### src/rtl/mod_aes_pkg.sv
// Shared definitions for the modified AES-128 round sequencer.
// Holds the block and round-number widths, the controller FSM state
// encoding, default sequencing parameters and a small round-compare helper.
package mod_aes_pkg;

    localparam int BLOCK_W               = 128;
    localparam int RND_W                 = 4;
    localparam int DEFAULT_NUM_ROUNDS    = 10;
    localparam int DEFAULT_ROUND_LATENCY = 2;

    typedef enum logic [1:0] {
        ST_IDLE  = 2'd0,
        ST_ISSUE = 2'd1,
        ST_WAIT  = 2'd2,
        ST_DONE  = 2'd3
    } state_e;

    // True when the given round number is the final one of the block.
    function automatic logic is_last(input logic [RND_W-1:0] rnd,
                                     input logic [RND_W-1:0] last_rnd);
        return (rnd == last_rnd);
    endfunction

endpackage

### src/rtl/mod_aes_lat_timer.sv
// Load/decrement latency counter with a registered zero flag.
// Ports:
//   clk, rst_n  - clock, asynchronous active-low reset
//   load        - load load_val (has priority over dec)
//   dec         - decrement when the count is not already zero
//   load_val    - value loaded on load
//   zero        - registered flag, high when the count is zero
module mod_aes_lat_timer
    import mod_aes_pkg::*;
#(
    parameter int W = RND_W
) (
    input  logic         clk,
    input  logic         rst_n,
    input  logic         load,
    input  logic         dec,
    input  logic [W-1:0] load_val,
    output logic         zero
);

    logic [W-1:0] cnt_r;
    logic [W-1:0] cnt_nxt_s;
    logic         zero_r;

    // Next count: load wins, otherwise saturating decrement towards zero.
    always_comb begin
        cnt_nxt_s = cnt_r;
        if (load) begin
            cnt_nxt_s = load_val;
        end else if (dec && (cnt_r != {W{1'b0}})) begin
            cnt_nxt_s = cnt_r - {{(W-1){1'b0}}, 1'b1};
        end else begin
            cnt_nxt_s = cnt_r;
        end
    end

    // Count register and its zero flag, updated together so the flag
    // always describes the count that is currently held.
    always_ff @(posedge clk or negedge rst_n) begin
        if (!rst_n) begin
            cnt_r  <= {W{1'b0}};
            zero_r <= 1'b1;
        end else begin
            cnt_r  <= cnt_nxt_s;
            zero_r <= (cnt_nxt_s == {W{1'b0}});
        end
    end

    assign zero = zero_r;

endmodule

### src/rtl/mod_aes_round_ctrl.sv
// Iterative sequencer for the modified AES-128 round datapath.
// Accepts a plaintext/key pair, applies the initial key whitening, then
// issues NUM_ROUNDS round operations to a shared datapath, holding the
// running state and round key between rounds, and finally presents the
// ciphertext on a valid/ready output.
// Ports:
//   clk, rst_n                  - clock, asynchronous active-low reset
//   in_valid/in_ready           - input handshake, in_data/in_key sampled on accept
//   out_valid/out_ready         - output handshake, out_data is the ciphertext
//   busy                        - high whenever not idle
//   rnd_start                   - one-cycle launch pulse for the datapath
//   rnd_num/rnd_last            - current round number and final-round flag
//   rnd_data/rnd_key            - state and round key fed to the datapath
//   rnd_data_in/rnd_key_in      - datapath results, valid ROUND_LATENCY cycles after rnd_start
module mod_aes_round_ctrl
    import mod_aes_pkg::*;
#(
    parameter int NUM_ROUNDS    = DEFAULT_NUM_ROUNDS,
    parameter int ROUND_LATENCY = DEFAULT_ROUND_LATENCY
) (
    input  logic               clk,
    input  logic               rst_n,
    input  logic               in_valid,
    output logic               in_ready,
    input  logic [BLOCK_W-1:0] in_data,
    input  logic [BLOCK_W-1:0] in_key,
    output logic               out_valid,
    input  logic               out_ready,
    output logic [BLOCK_W-1:0] out_data,
    output logic               busy,
    output logic               rnd_start,
    output logic [RND_W-1:0]   rnd_num,
    output logic               rnd_last,
    output logic [BLOCK_W-1:0] rnd_data,
    output logic [BLOCK_W-1:0] rnd_key,
    input  logic [BLOCK_W-1:0] rnd_data_in,
    input  logic [BLOCK_W-1:0] rnd_key_in
);

    localparam logic [RND_W-1:0] LAST_RND = RND_W'(NUM_ROUNDS);
    // The WAIT state is left once the counter has reached zero, so it is
    // loaded one short of the datapath latency.
    localparam logic [RND_W-1:0] LAT_LOAD = RND_W'(ROUND_LATENCY - 1);
    localparam logic [RND_W-1:0] RND_ONE  = {{(RND_W-1){1'b0}}, 1'b1};

    state_e               fsm_r;
    logic [BLOCK_W-1:0]   state_r;
    logic [BLOCK_W-1:0]   key_r;
    logic [RND_W-1:0]     round_r;
    logic                 in_ready_r;
    logic                 out_valid_r;
    logic [BLOCK_W-1:0]   out_data_r;
    logic                 busy_r;
    logic                 rnd_start_r;
    logic                 rnd_last_r;

    logic                 lat_load_s;
    logic                 lat_dec_s;
    logic                 lat_zero_s;

    // Timer control: load while issuing, count down while waiting.
    always_comb begin
        lat_load_s = 1'b0;
        lat_dec_s  = 1'b0;
        if (fsm_r == ST_ISSUE) begin
            lat_load_s = 1'b1;
        end else if (fsm_r == ST_WAIT) begin
            lat_dec_s = 1'b1;
        end else begin
            lat_load_s = 1'b0;
            lat_dec_s  = 1'b0;
        end
    end

    mod_aes_lat_timer #(
        .W (RND_W)
    ) u_lat_timer (
        .clk      (clk),
        .rst_n    (rst_n),
        .load     (lat_load_s),
        .dec      (lat_dec_s),
        .load_val (LAT_LOAD),
        .zero     (lat_zero_s)
    );

    // Controller FSM, working registers and registered outputs.
    // Output registers are set on the transition into the state that owns
    // them, so every output is a flop and reflects the current state.
    always_ff @(posedge clk or negedge rst_n) begin
        if (!rst_n) begin
            fsm_r       <= ST_IDLE;
            state_r     <= {BLOCK_W{1'b0}};
            key_r       <= {BLOCK_W{1'b0}};
            round_r     <= {RND_W{1'b0}};
            in_ready_r  <= 1'b1;
            out_valid_r <= 1'b0;
            out_data_r  <= {BLOCK_W{1'b0}};
            busy_r      <= 1'b0;
            rnd_start_r <= 1'b0;
            rnd_last_r  <= 1'b0;
        end else begin
            case (fsm_r)
                ST_IDLE: begin
                    if (in_valid && in_ready_r) begin
                        state_r     <= in_data ^ in_key;
                        key_r       <= in_key;
                        round_r     <= RND_ONE;
                        fsm_r       <= ST_ISSUE;
                        in_ready_r  <= 1'b0;
                        busy_r      <= 1'b1;
                        rnd_start_r <= 1'b1;
                        rnd_last_r  <= is_last(RND_ONE, LAST_RND);
                    end
                end
                ST_ISSUE: begin
                    fsm_r       <= ST_WAIT;
                    rnd_start_r <= 1'b0;
                end
                ST_WAIT: begin
                    if (lat_zero_s) begin
                        state_r <= rnd_data_in;
                        key_r   <= rnd_key_in;
                        if (rnd_last_r) begin
                            fsm_r       <= ST_DONE;
                            out_valid_r <= 1'b1;
                            out_data_r  <= rnd_data_in;
                        end else begin
                            round_r     <= round_r + RND_ONE;
                            fsm_r       <= ST_ISSUE;
                            rnd_start_r <= 1'b1;
                            rnd_last_r  <= is_last(round_r + RND_ONE, LAST_RND);
                        end
                    end
                end
                ST_DONE: begin
                    // Returning to idle also clears the round indicators so
                    // the datapath sees no stale round between blocks.
                    if (out_ready) begin
                        fsm_r       <= ST_IDLE;
                        out_valid_r <= 1'b0;
                        out_data_r  <= {BLOCK_W{1'b0}};
                        busy_r      <= 1'b0;
                        in_ready_r  <= 1'b1;
                        round_r     <= {RND_W{1'b0}};
                        rnd_last_r  <= 1'b0;
                    end
                end
                default: begin
                    fsm_r       <= ST_IDLE;
                    in_ready_r  <= 1'b1;
                    out_valid_r <= 1'b0;
                    out_data_r  <= {BLOCK_W{1'b0}};
                    busy_r      <= 1'b0;
                    rnd_start_r <= 1'b0;
                    rnd_last_r  <= 1'b0;
                    round_r     <= {RND_W{1'b0}};
                end
            endcase
        end
    end

    assign in_ready  = in_ready_r;
    assign out_valid = out_valid_r;
    assign out_data  = out_data_r;
    assign busy      = busy_r;
    assign rnd_start = rnd_start_r;
    assign rnd_num   = round_r;
    assign rnd_last  = rnd_last_r;
    assign rnd_data  = state_r;
    assign rnd_key   = key_r;

endmodule

### config.mk
export PLATFORM = sky130hd
export DESIGN_NAME = mod_aes_round_ctrl
export DESIGN_NICKNAME = d
export VERILOG_FILES = /design/src/rtl/mod_aes_pkg.sv /design/src/rtl/mod_aes_lat_timer.sv /design/src/rtl/mod_aes_round_ctrl.sv
export SDC_FILE = /design/constraint.sdc
export NUM_CORES = 1
export LEC_CHECK = 0
export CAP_MARGIN = 5
export CORE_AREA = 2 2 358 360
export CTS_CLUSTER_SIZE = 24
export DETAILED_ROUTE_END_ITERATION = 12
export DIE_AREA = 0 0 360 362
export HOLD_SLACK_MARGIN = 0.02
export SLEW_MARGIN = 15
export SYNTH_ARGS = -nofsm -noshare
export SYNTH_HDL_FRONTEND = slang
export SYNTH_SLANG_ARGS = --single-unit
### constraint.sdc
create_clock -name clk -period 4.39 [get_ports clk]
set_input_delay 0.878 -clock clk [delete_from_list [all_inputs] [get_ports clk]]
set_output_delay 0.878 -clock clk [all_outputs]
set_load 0.1 [all_outputs]
# [After elaboration in Yosys (flattened, before gate mapping)]
# Cells that the tools add are included.
[totals] register_bits=400 word_cells=81
[classes] n_reduce_logical=17 add_sub_neg=2 eq_ne=9 mux=40 bitwise=1
[ops] cell="128-bit two-way mux" n=7
[ops] cell="128-bit case mux with 2 select lines" n=3
[ops] cell="128-bit bitwise XOR" n=1
[ops] cell="4-bit two-way mux" n=6
[ops] cell="1-bit two-way mux" n=13
[ops] cell="4-bit case mux with 3 select lines" n=1
[ops] cell="4-bit AND reduction" n=3
[ops] cell="3-bit AND reduction" n=3
[ops] cell="2-bit two-way mux" n=4
[ops] cell="2-bit != test, second input constant" n=4
[ops] cell="2-bit case mux with 4 select lines" n=1
[ops] cell="1-bit case mux with 2 select lines" n=3
[ops] cell="1-bit case mux with 3 select lines" n=2
[ops] cell="2-bit nonzero test" n=3
[ops] cell="3-bit nonzero test" n=2
[ops] cell="5-bit AND reduction" n=1
[ops] cell="4-bit by 1-bit adder with 4-bit output, second input constant" n=1
[ops] cell="2-bit == test, second input constant" n=2
[ops] cell="4-bit == test, second input constant" n=1
[ops] cell="4-bit logical NOT" n=1
[ops] cell="4-bit nonzero test" n=1
[ops] cell="4-bit by 1-bit subtractor with 4-bit output, second input constant" n=1
[ops] cell="2-bit by 1-bit == test with 1-bit output, second input constant" n=1
[ops] cell="1-bit logical AND" n=2
[ops] cell="other kinds (2)" n=2

# [Longest topological paths before layout]
# Gate-level depths: netlist (run 1).
[logic_depth] word_depth=7 mapped_depth=8 ltp_nobuf=6

# [Cells and area by module]
# From an unflattened synthesis (run 1), not the netlist that was laid out.
[hier_totals] hier_cells=1341 hier_area_um2=19049.5
[by_module_without_submodules] module="mod_aes_round_ctrl" n_inst=1 area_each_um2=18754.2 seq_area_each_um2=9885.7 cells_per_inst=1312
[by_module_without_submodules] module="mod_aes_lat_timer" n_inst=1 area_each_um2=295.3 seq_area_each_um2=126.4 cells_per_inst=29

# [Worst setup path before layout (run 1)]
# Ideal clock, no wire load.
[synth_timing] path_kind="reg2reg" from="register in_ready_r (netlist: in_ready)" to="register state_r[84] (netlist: rnd_data[84])" setup_slack_ns=2.409 period_less_slack_ns=1.981 stages_incl_launch_ff=8 n_path_buf=3 t_arrival_ns=1.847 setup_ns=0.135 cell_sequence="dfstp_2 -> nand3b_1 -> a21o_1 -> buf_4 -> buf_6 -> buf_2 -> nand2_1 -> o21ai_0"
[synth_between] elab_chain_cells=3
[synth_rtl] item="start, declared" line_no="mod_aes_round_ctrl.sv:50" source="logic in_ready_r;"
[synth_rtl] item="start signal, assigned" line_no="mod_aes_round_ctrl.sv:95" source="in_ready_r <= 1'b1;"
[synth_rtl] item="start signal, assigned" line_no="mod_aes_round_ctrl.sv:109" source="in_ready_r <= 1'b0;"
[synth_rtl] item="start signal, assigned" line_no="mod_aes_round_ctrl.sv:143" source="in_ready_r <= 1'b1;"
[synth_rtl] item="1-bit logical AND" line_no="mod_aes_round_ctrl.sv:104" source="if (in_valid && in_ready_r) begin"
[synth_rtl] item="2-bit != test (no line)"
[synth_rtl] item="3-bit AND reduction (no line)"
[synth_rtl] item="end signal, assigned" line_no="mod_aes_round_ctrl.sv:92" source="state_r <= {BLOCK_W{1'b0}};"
[synth_rtl] item="end signal, assigned" line_no="mod_aes_round_ctrl.sv:105" source="state_r <= in_data ^ in_key;"
[synth_rtl] item="end signal, assigned" line_no="mod_aes_round_ctrl.sv:121" source="state_r <= rnd_data_in;"
[synth_rtl] item="end, declared" line_no="mod_aes_round_ctrl.sv:47" source="logic [BLOCK_W-1:0] state_r;"
# No other way between the ends.
# A chain may end at the register's enable or synchronous reset.

# [Worst setup path in the final report (run 1)]
[layout_timing] from="register round_r[0] (netlist: rnd_num[0])" to="output rnd_num[0]"
[layout_rtl] item="start, declared" line_no="mod_aes_round_ctrl.sv:49" source="logic [RND_W-1:0] round_r;"
[layout_rtl] item="start signal, assigned" line_no="mod_aes_round_ctrl.sv:94" source="round_r <= {RND_W{1'b0}};"
[layout_rtl] item="start signal, assigned" line_no="mod_aes_round_ctrl.sv:128" source="round_r <= round_r + RND_ONE;"
[layout_rtl] item="start signal, assigned" line_no="mod_aes_round_ctrl.sv:144" source="round_r <= {RND_W{1'b0}};"
[layout_rtl] item="end, declared" line_no="mod_aes_round_ctrl.sv:32" source="output logic [RND_W-1:0] rnd_num,"
# No word-level cell between the ends.

==> impl_metrics.tcl, run 1 <==
set metrics [dict create \
    status "finished, final reports clean" \
    synth_compound_area_frac 0.1899 \
    hold_violations 0 \
    tightest_slew_ns 1.255 \
    clk_latency_ns 0.63 \
    cts_tree "built" \
    synth.largest_area_cell "dfrtp_1" \
    met3_usage 0.04449 \
    pre_cts_ws_ns 1.479 \
    setup_ws_ns 1.053 \
    fmax_mhz 299.7 \
    areaGrowthSynthToFinish_pct 71.37 \
    critPathLaunchType "register" \
    io_pins 909 \
    final_cell_mix "clkdlybuf4s50_1, dfrtp_1, nand2_1" \
    busiest_layer "met2" \
    cts_buffers 52 \
    cts_resized 0 \
    worstSetupPathType "register to output pin" \
    yosys_warnings 0 \
    via_per_inst 3.989 \
    grt_setup_unrepaired "no" \
    worst-endpoint-arrival_ns 2.46 \
    drc 0 \
    synthSimpleGateAreaFrac 0.1479 \
    h-tree-depth 2 \
    grt_first_pass_wirelength_um 131800 \
    cp_num_buf_inv 1 \
    r2r_end "rnd_data[55]" \
    crit_cells 1 \
    hold_class "input port to asynchronous set/reset pin" \
    required_ns 3.51 \
    clk_path_buf_depth 3 \
    postCtsSetupBuffers 0 \
    finalCriticalPeriod_ns 3.337 \
    grt_max_degree 167 \
    synth_enable_flop_cells 0 \
    maxSlewHeadroom 0.1605 \
    hpwl_um 72870 \
    grt_pass1_vias 17730 \
    syn_nets 2437 \
    ant_nets 0 \
    core-area_um2 126700 \
    via_count 17880 \
    fp.dieH_um 362 \
    fin_crit_sh 0.7602 \
    cap_viol_max_count 0 \
    hold_buffers 0 \
    drt-total-wl_um 94460 \
    layout.nets 3285 \
    critical-path-top-delay-family "buffers and inverters" \
    synthTopCellsByArea "dfrtp_1, nand2_1, xnor2_1, a22o_1, nor2_1" \
    initial_core_util 0.1419 \
    reg2reg_depth 6 \
    synth_top_family_by_area "compound AO/OA/AOI/OAI gates" \
    setup_viol 0 \
    drt-initial-drc-count 1169 \
    synthAdderAreaFrac 0.002088 \
    io_buffer_count 908 \
    crit_fanout 8 \
    synthMuxAreaShare 0 \
    reg2reg_slack_ns 1.53 \
    r2r_start "fsm_r[1]" \
    synth_xor_area_frac 0.06333 \
    netlist_area_um2 17980 \
    nFillCells 13700 \
    grt.overflow.total 0 \
    dieArea_um2 130300 \
    seq_area_frac_synth 0.5569 \
    critPathMaxStageDelay_ns 1.30 \
    syn_inst 1918 \
    yosysUniqueCellTypes 37 \
    ys_ff_latch 400 \
    fin_setup_tns_ns 0 \
    cts_root_buf "clkbuf_16" \
    avgSynthCellArea_um2 9.374 \
    layout-drive-gt1-share 0.05308 \
    clock_skew_ns 0.03776 \
    die_w_um 360 \
    cts_sinks 400 \
    clk_pin_slew_worst_paths_ns 0.06 \
    async_flop_share 1.000 \
    final_common_cell "clkdlybuf4s50_1" \
    synth_top_area_share 0.5540 \
    dr.pass1.iters 5 \
    ys.flop_type "dfrtp_1" \
    globalplace.congestion 0.8719 \
    slew_violations 0 \
    crit_path_end "rnd_num[0]" \
    crit_chain "clkdlybuf4s50_1" \
    grt_use_met2 0.2214 \
    antenna_found_initial 22 \
    track_usage 0.1393 \
    rows 131 \
    endpoint_kind "output pin" \
    cp_slowest_cell "clkdlybuf4s50_1" \
    grt.met1_usage 0.1715 \
    startpoint "rnd_num[0]" \
    post_drt_wl_per_cell_um 21.07 \
]
cell type report:
class	instances	area, um^2	share of cell area
sequential	400	10010	0.3250
timing repair buffer	941	9489	0.3080
multi-input combinational	1367	7295	0.2368
tap	1662	2079	0.06750
clock buffer	69	1475	0.04788
clock inverter	26	409.1	0.01328
antenna	14	35.03	0.001137
inverter	4	15.01	0.0004873
flip-flops by register name, summed over array words and instances, names as in the netlist:
name / count
rnd_start: 1
rnd_last: 1
u_lat_timer.zero: 1
rnd_data: 128
rnd_key: 128
fsm_r: 2
in_ready: 1
busy: 1
out_data: 128
out_valid: 1
rnd_num: 4
u_lat_timer.cnt_r: 4
routing by layer:
layer / vias up / part of all wire
met5: - / 0.00070
met4: 10 / 0.041
met3: 140 / 0.078
met2: 733 / 0.46
met1: 8745 / 0.42
li1: 8253 / -
synthesized netlist by cell type, types with 3 or more instances:
cell and instances:
nor2b_1 6, buf_1 4, a22o_1 129, inv_1 4, a21o_1 3, o21ai_1 15, nand2_1 396, nor2_1 267
a21oi_1 135, o21ai_0 119, o211ai_1 3, clkbuf_1 36, ha_1 3, buf_2 103, nand2b_1 5, dfrtp_1 398
a31oi_1 130, or3_1 3, xnor2_1 130, nand3_1 4
per-stage QoR:
step	std cells	utilization	hold slack [ns]	instance area, um^2
after detailed placement	4374	0.2280	0.4695	28890
final	4483	0.2432	0.3344	30810
after floorplan	1918	-	0.5277	17980
after CTS	4469	0.2429	0.3372	30770
after global placement	4374	0.2280	0.4605	28890
after global routing	4480	0.2431	0.3527	30800
worst min path at each step:
stage	startpoint	endpoint	slack, ns	cells past startpoint
after floorplan	u_lat_timer.zero	rnd_last	0.53	2
after global placement	rnd_data[5]	rnd_data[5]	0.46	2
after detailed placement	rnd_data[96]	rnd_data[96]	0.47	2
after CTS	rst_n	out_data[102]	0.34	1
after global routing	rst_n	out_data[102]	0.35	1
final	rst_n	out_data[102]	0.33	1
logic make-up after synthesis:
logic type / Yosys count
DFF: 400
xor gates and xnor gates: 130
buffers and inverters: 151
adders and majority gates: 3
and+or+nand+nor: 690
AOI/OAI and AO/OA: 544
Power of run 1 is not shown: default switching activity piles up to over one toggle a cycle in this logic, so the estimate is an artifact.
==> inputs of run 2 (changes only) <==
CORE_AREA = 2 2 357 359   (was 2 2 358 360)
DIE_AREA = 0 0 359 361   (was 0 0 360 362)
clock period = 2.7 ns   (was 4.39 ns; I/O delays follow)
==> impl_metrics.tcl, run 2 (synthesis gave the netlist of run 1 again) <==
set metrics [dict create \
    cap_viol_max_count 0 \
    clk_latency_ns 0.62 \
    areaGrowthSynthToFinish_pct 66.46 \
    drt-total-wl_um 93530 \
    pre_cts_ws_ns 0.3018 \
    clk_path_buf_depth 3 \
    setup_viol 0 \
    critPathMaxStageDelay_ns 0.66 \
    grt.overflow.total 0 \
    dp_cells 4384 \
    drc 0 \
    post_drt_wl_per_cell_um 20.89 \
    cts_sinks 400 \
    multiInputGateArea_um2 7295 \
    tightest_slew_ns 0.6721 \
    io_pins 909 \
    finalCriticalPeriod_ns 2.078 \
    via_count 17810 \
    cts_buffers 51 \
    final_cell_mix "clkdlybuf4s50_1, buf_4, dfrtp_1" \
    hpwl_um 73240 \
    fin_setup_tns_ns 0 \
    final_common_cell "clkdlybuf4s50_1" \
    rows 130 \
    cts_tree "built" \
    worstSetupPathType "register to register" \
    clock_skew_ns 0.02319 \
    required_ns 3.22 \
    fin_crit_sh 0.7698 \
    grt_pass1_vias 17770 \
    layout.nets 3307 \
    io_buffer_count 908 \
    startpoint "fsm_r[0]" \
    cp_slowest_cell "dfrtp_1" \
    hold_violations 0 \
    maxSlewHeadroom 0.5520 \
    track_usage 0.1388 \
    cts_root_buf "clkbuf_16" \
    dieArea_um2 129600 \
    ant_nets 0 \
    critPathLaunchType "register" \
    slew_violations 0 \
    globalplace.congestion 0.8950 \
    die_w_um 359 \
    layout-drive-gt1-share 0.1912 \
    h-tree-depth 2 \
    crit_chain "buf_4 -> nand2b_4 -> buf_12 -> nand2_1 -> a31oi_1" \
    worst-endpoint-arrival_ns 2.60 \
    clk_pin_slew_worst_paths_ns 0.06 \
    via_per_inst 3.978 \
    grt_first_pass_wirelength_um 131000 \
    regArea_um2 10010 \
    crit_fanout 60 \
    grt_setup_unrepaired "no" \
    antenna_found_initial 13 \
    hold_class "input port to asynchronous set/reset pin" \
    drt-initial-drc-count 1215 \
    endpoint_kind "register" \
    r2r_start "fsm_r[0]" \
    initial_core_util 0.1434 \
    instances_no_fill 4477 \
    nFillCells 13560 \
    setup_ws_ns 0.6216 \
    cts_resized 0 \
    grt_max_degree 125 \
    core-area_um2 125400 \
    fmax_mhz 481.1 \
    fp.dieH_um 361 \
    status "finished, final reports clean" \
    dr.pass1.iters 6 \
]
-- run 2: path summary, 6_finish.rpt --
kind	endpoint	depth (start not counted)	slack (ns)
hold reg to reg	rnd_data[26]	2	0.48
max in group asynchronous	rnd_key[81]	3	1.39
min in group clk	rnd_data[26]	2	0.48
setup reg to reg	rnd_key[65]	5	0.62
hold / removal	rnd_key[60]	2	0.48
setup / recovery	rnd_key[65]	5	0.62
-- run 2: timing repair --
item,CTS,global route
setup buffers,0,0
hold endpoints to repair,37,0
hold buffers,1,0
-- run 2: worst max-delay path, delay by kind of cell (launching register included) --
| family | cells | cell delay [ns] |
|---|---|---|
| compound gates | 1 | 0.21 |
| buf+inv | 2 | 0.56 |
| flops | 1 | 0.66 |
| simple gates | 2 | 0.49 |
-- run 2: layout make-up --
| cell class | count | share of cell area |
|---|---|---|
| diodes | 3 | 0.0002509 |
| clock buffers | 69 | 0.04825 |
| clock inverters | 20 | 0.008947 |
| inverters | 4 | 0.0005017 |
| multi-input cells | 1367 | 0.2437 |
| flip-flops and latches | 400 | 0.3346 |
| well taps | 1650 | 0.06899 |
| repair buffers | 964 | 0.2948 |
-- run 2: routing by layer --
metal / vias up / global-route usage / part of all wire
met3: 144 / 0.03843 / 0.072
met5: - / 0 / 0.00053
met4: 8 / 0.04393 / 0.033
met1: 8640 / 0.1717 / 0.42
li1: 8279 / - / -
met2: 737 / 0.2331 / 0.48
-- run 2: stage by stage --
stage          area [um^2]  hold slack (ns)  utilization
2_1_floorplan        17980           0.2444            -
3_3_place_gp         28200           0.4632       0.2248
3_5_place_dp         28200           0.4672       0.2248
4_1_cts              29920           0.4024       0.2386
5_1_grt              29930           0.4426       0.2386
6_report             29930           0.4770       0.2386
Power of run 2 is left out for the same reason.
==> inputs of run 3 (changes only) <==
CORE_AREA = 2 2 350 352   (was 2 2 357 359)
DIE_AREA = 0 0 352 354   (was 0 0 359 361)
clock period = 2 ns   (was 2.7 ns; I/O delays follow)
==> impl_metrics.tcl, run 3 (synthesis gave the netlist of run 1 again) <==
set metrics [dict create \
    status "finished, final reports clean" \
    clk_latency_ns 0.63 \
    crit_cells 1 \
    final_common_cell "clkdlybuf4s50_1" \
    endpoint_kind "output pin" \
    reg2reg_depth 5 \
    clock_skew_ns 0.01676 \
    track_usage 0.1456 \
    clk_pin_slew_worst_paths_ns 0.06 \
    required_ns 1.60 \
    io_buffer_count 908 \
    drt-total-wl_um 94450 \
    whs_ns 0.2463 \
    grt_setup_unrepaired "no" \
    finalCriticalPeriod_ns 1.828 \
    layout.nets 3348 \
    io_pins 909 \
    hold_violations 0 \
    tightest_slew_ns 0.4564 \
    areaGrowthSynthToFinish_pct 73.67 \
    grt.overflow.total 0 \
    layout-drive-gt1-share 0.2065 \
    antenna_found_initial 23 \
    fmax_mhz 547.1 \
    drt-initial-drc-count 1127 \
    critPathLaunchType "register" \
    via_count 17980 \
    setup_viol 0 \
    clk_path_buf_depth 3 \
    cts_buffers 52 \
    slew_violations 0 \
    cts_root_buf "clkbuf_16" \
    grt_pass1_vias 18000 \
    r2r_start "fsm_r[1]" \
    via_per_inst 3.995 \
    grt_max_degree 82 \
    hpwl_um 75320 \
    worst-endpoint-arrival_ns 1.43 \
    fin_crit_sh 0.9138 \
    cp_slowest_cell "dfrtp_1" \
    drc 0 \
    worstSetupPathType "register to output pin" \
    rows 128 \
    fp.dieH_um 354 \
    postCtsSetupBuffers 0 \
    core-area_um2 120900 \
    h-tree-depth 2 \
    initial_core_util 0.1487 \
    maxSlewHeadroom 0.6946 \
    critPathMaxStageDelay_ns 0.46 \
    cap_viol_max_count 0 \
    cts_tree "built" \
    r2r_end "out_data[118]" \
    globalplace.congestion 0.8935 \
    critical-path-top-delay-family "flip-flops" \
    reg2reg_slack_ns 0.19 \
    cp_num_buf_inv 1 \
    cts_sinks 400 \
    dieArea_um2 124600 \
    ant_nets 0 \
    post_drt_wl_per_cell_um 20.98 \
    hold_class "input port to asynchronous set/reset pin" \
    die_w_um 352 \
    crit_chain "buf_4" \
    grt_first_pass_wirelength_um 132000 \
    crit_fanout 2 \
    dr.pass1.iters 5 \
    final_cell_mix "clkdlybuf4s50_1, dfrtp_1, nand2_1" \
]
[run 3: cell count changes in the layout (fill, tap and decap cells not counted), moves of 3 or more]
cell and change:
clkbuf_1 -3, clkinv_2 +4, buf_4 -35, buf_12 +75
[run 3: what timing repair did]
action                                 4_1_cts  5_1_grt
setup endpoints to repair                    1        1
gates cloned                                 0        0
hold buffers                                 1        0
endpoints found under the hold margin       94        0
gates resized for setup                      1        1
[run 3: final cells by class]
class	instances	area (um^2)
Fill cell	12960	89690
Antenna cell	5	12.51
Tap cell	1625	2033
Clock buffer	67	1469
Timing Repair Buffer	1004	10060
Clock inverter	30	321.6
Inverter	4	15.01
Multi-Input combinational cell	1367	7298
Sequential cell	400	10010
[run 3: metal layers]
metal / vias to the layer above / part of all wire / global-route usage
li1: 8387 / - / -
met1: 8690 / 0.40 / 0.1733
met2: 747 / 0.48 / 0.2453
met3: 148 / 0.081 / 0.04964
met4: 12 / 0.034 / 0.04712
met5: - / 0.00094 / 0
[run 3: how the worst max path moves through the flow]
stage / slack (ns) / endpoint / start
3_5_place_dp: -0.04 / rnd_data[123] / fsm_r[1]
5_1_grt: 0.09 / rnd_data[123] / fsm_r[1]
3_3_place_gp: -0.03 / rnd_data[123] / fsm_r[1]
4_1_cts: 0.06 / rnd_data[123] / fsm_r[1]
6_report: 0.17 / rnd_key[118] / rnd_key[118]
2_1_floorplan: 0.02 / rnd_data[84] / in_ready
[run 3: through the flow]
step / area (um^2) / instances / setup TNS (ns) / worst slack, ns / util
5_1_grt: 31220 / 4501 / 0 / 0.09074 / 0.2582
2_1_floorplan: 17980 / 1918 / 0 / 0.01864 / -
3_3_place_gp: 29400 / 4399 / -0.02956 / -0.02956 / 0.2432
3_5_place_dp: 29400 / 4399 / -0.1939 / -0.03834 / 0.2432
6_report: 31220 / 4502 / 0 / 0.1723 / 0.2582
4_1_cts: 31210 / 4497 / 0 / 0.06366 / 0.2581
Power of run 3 is left out for the same reason.
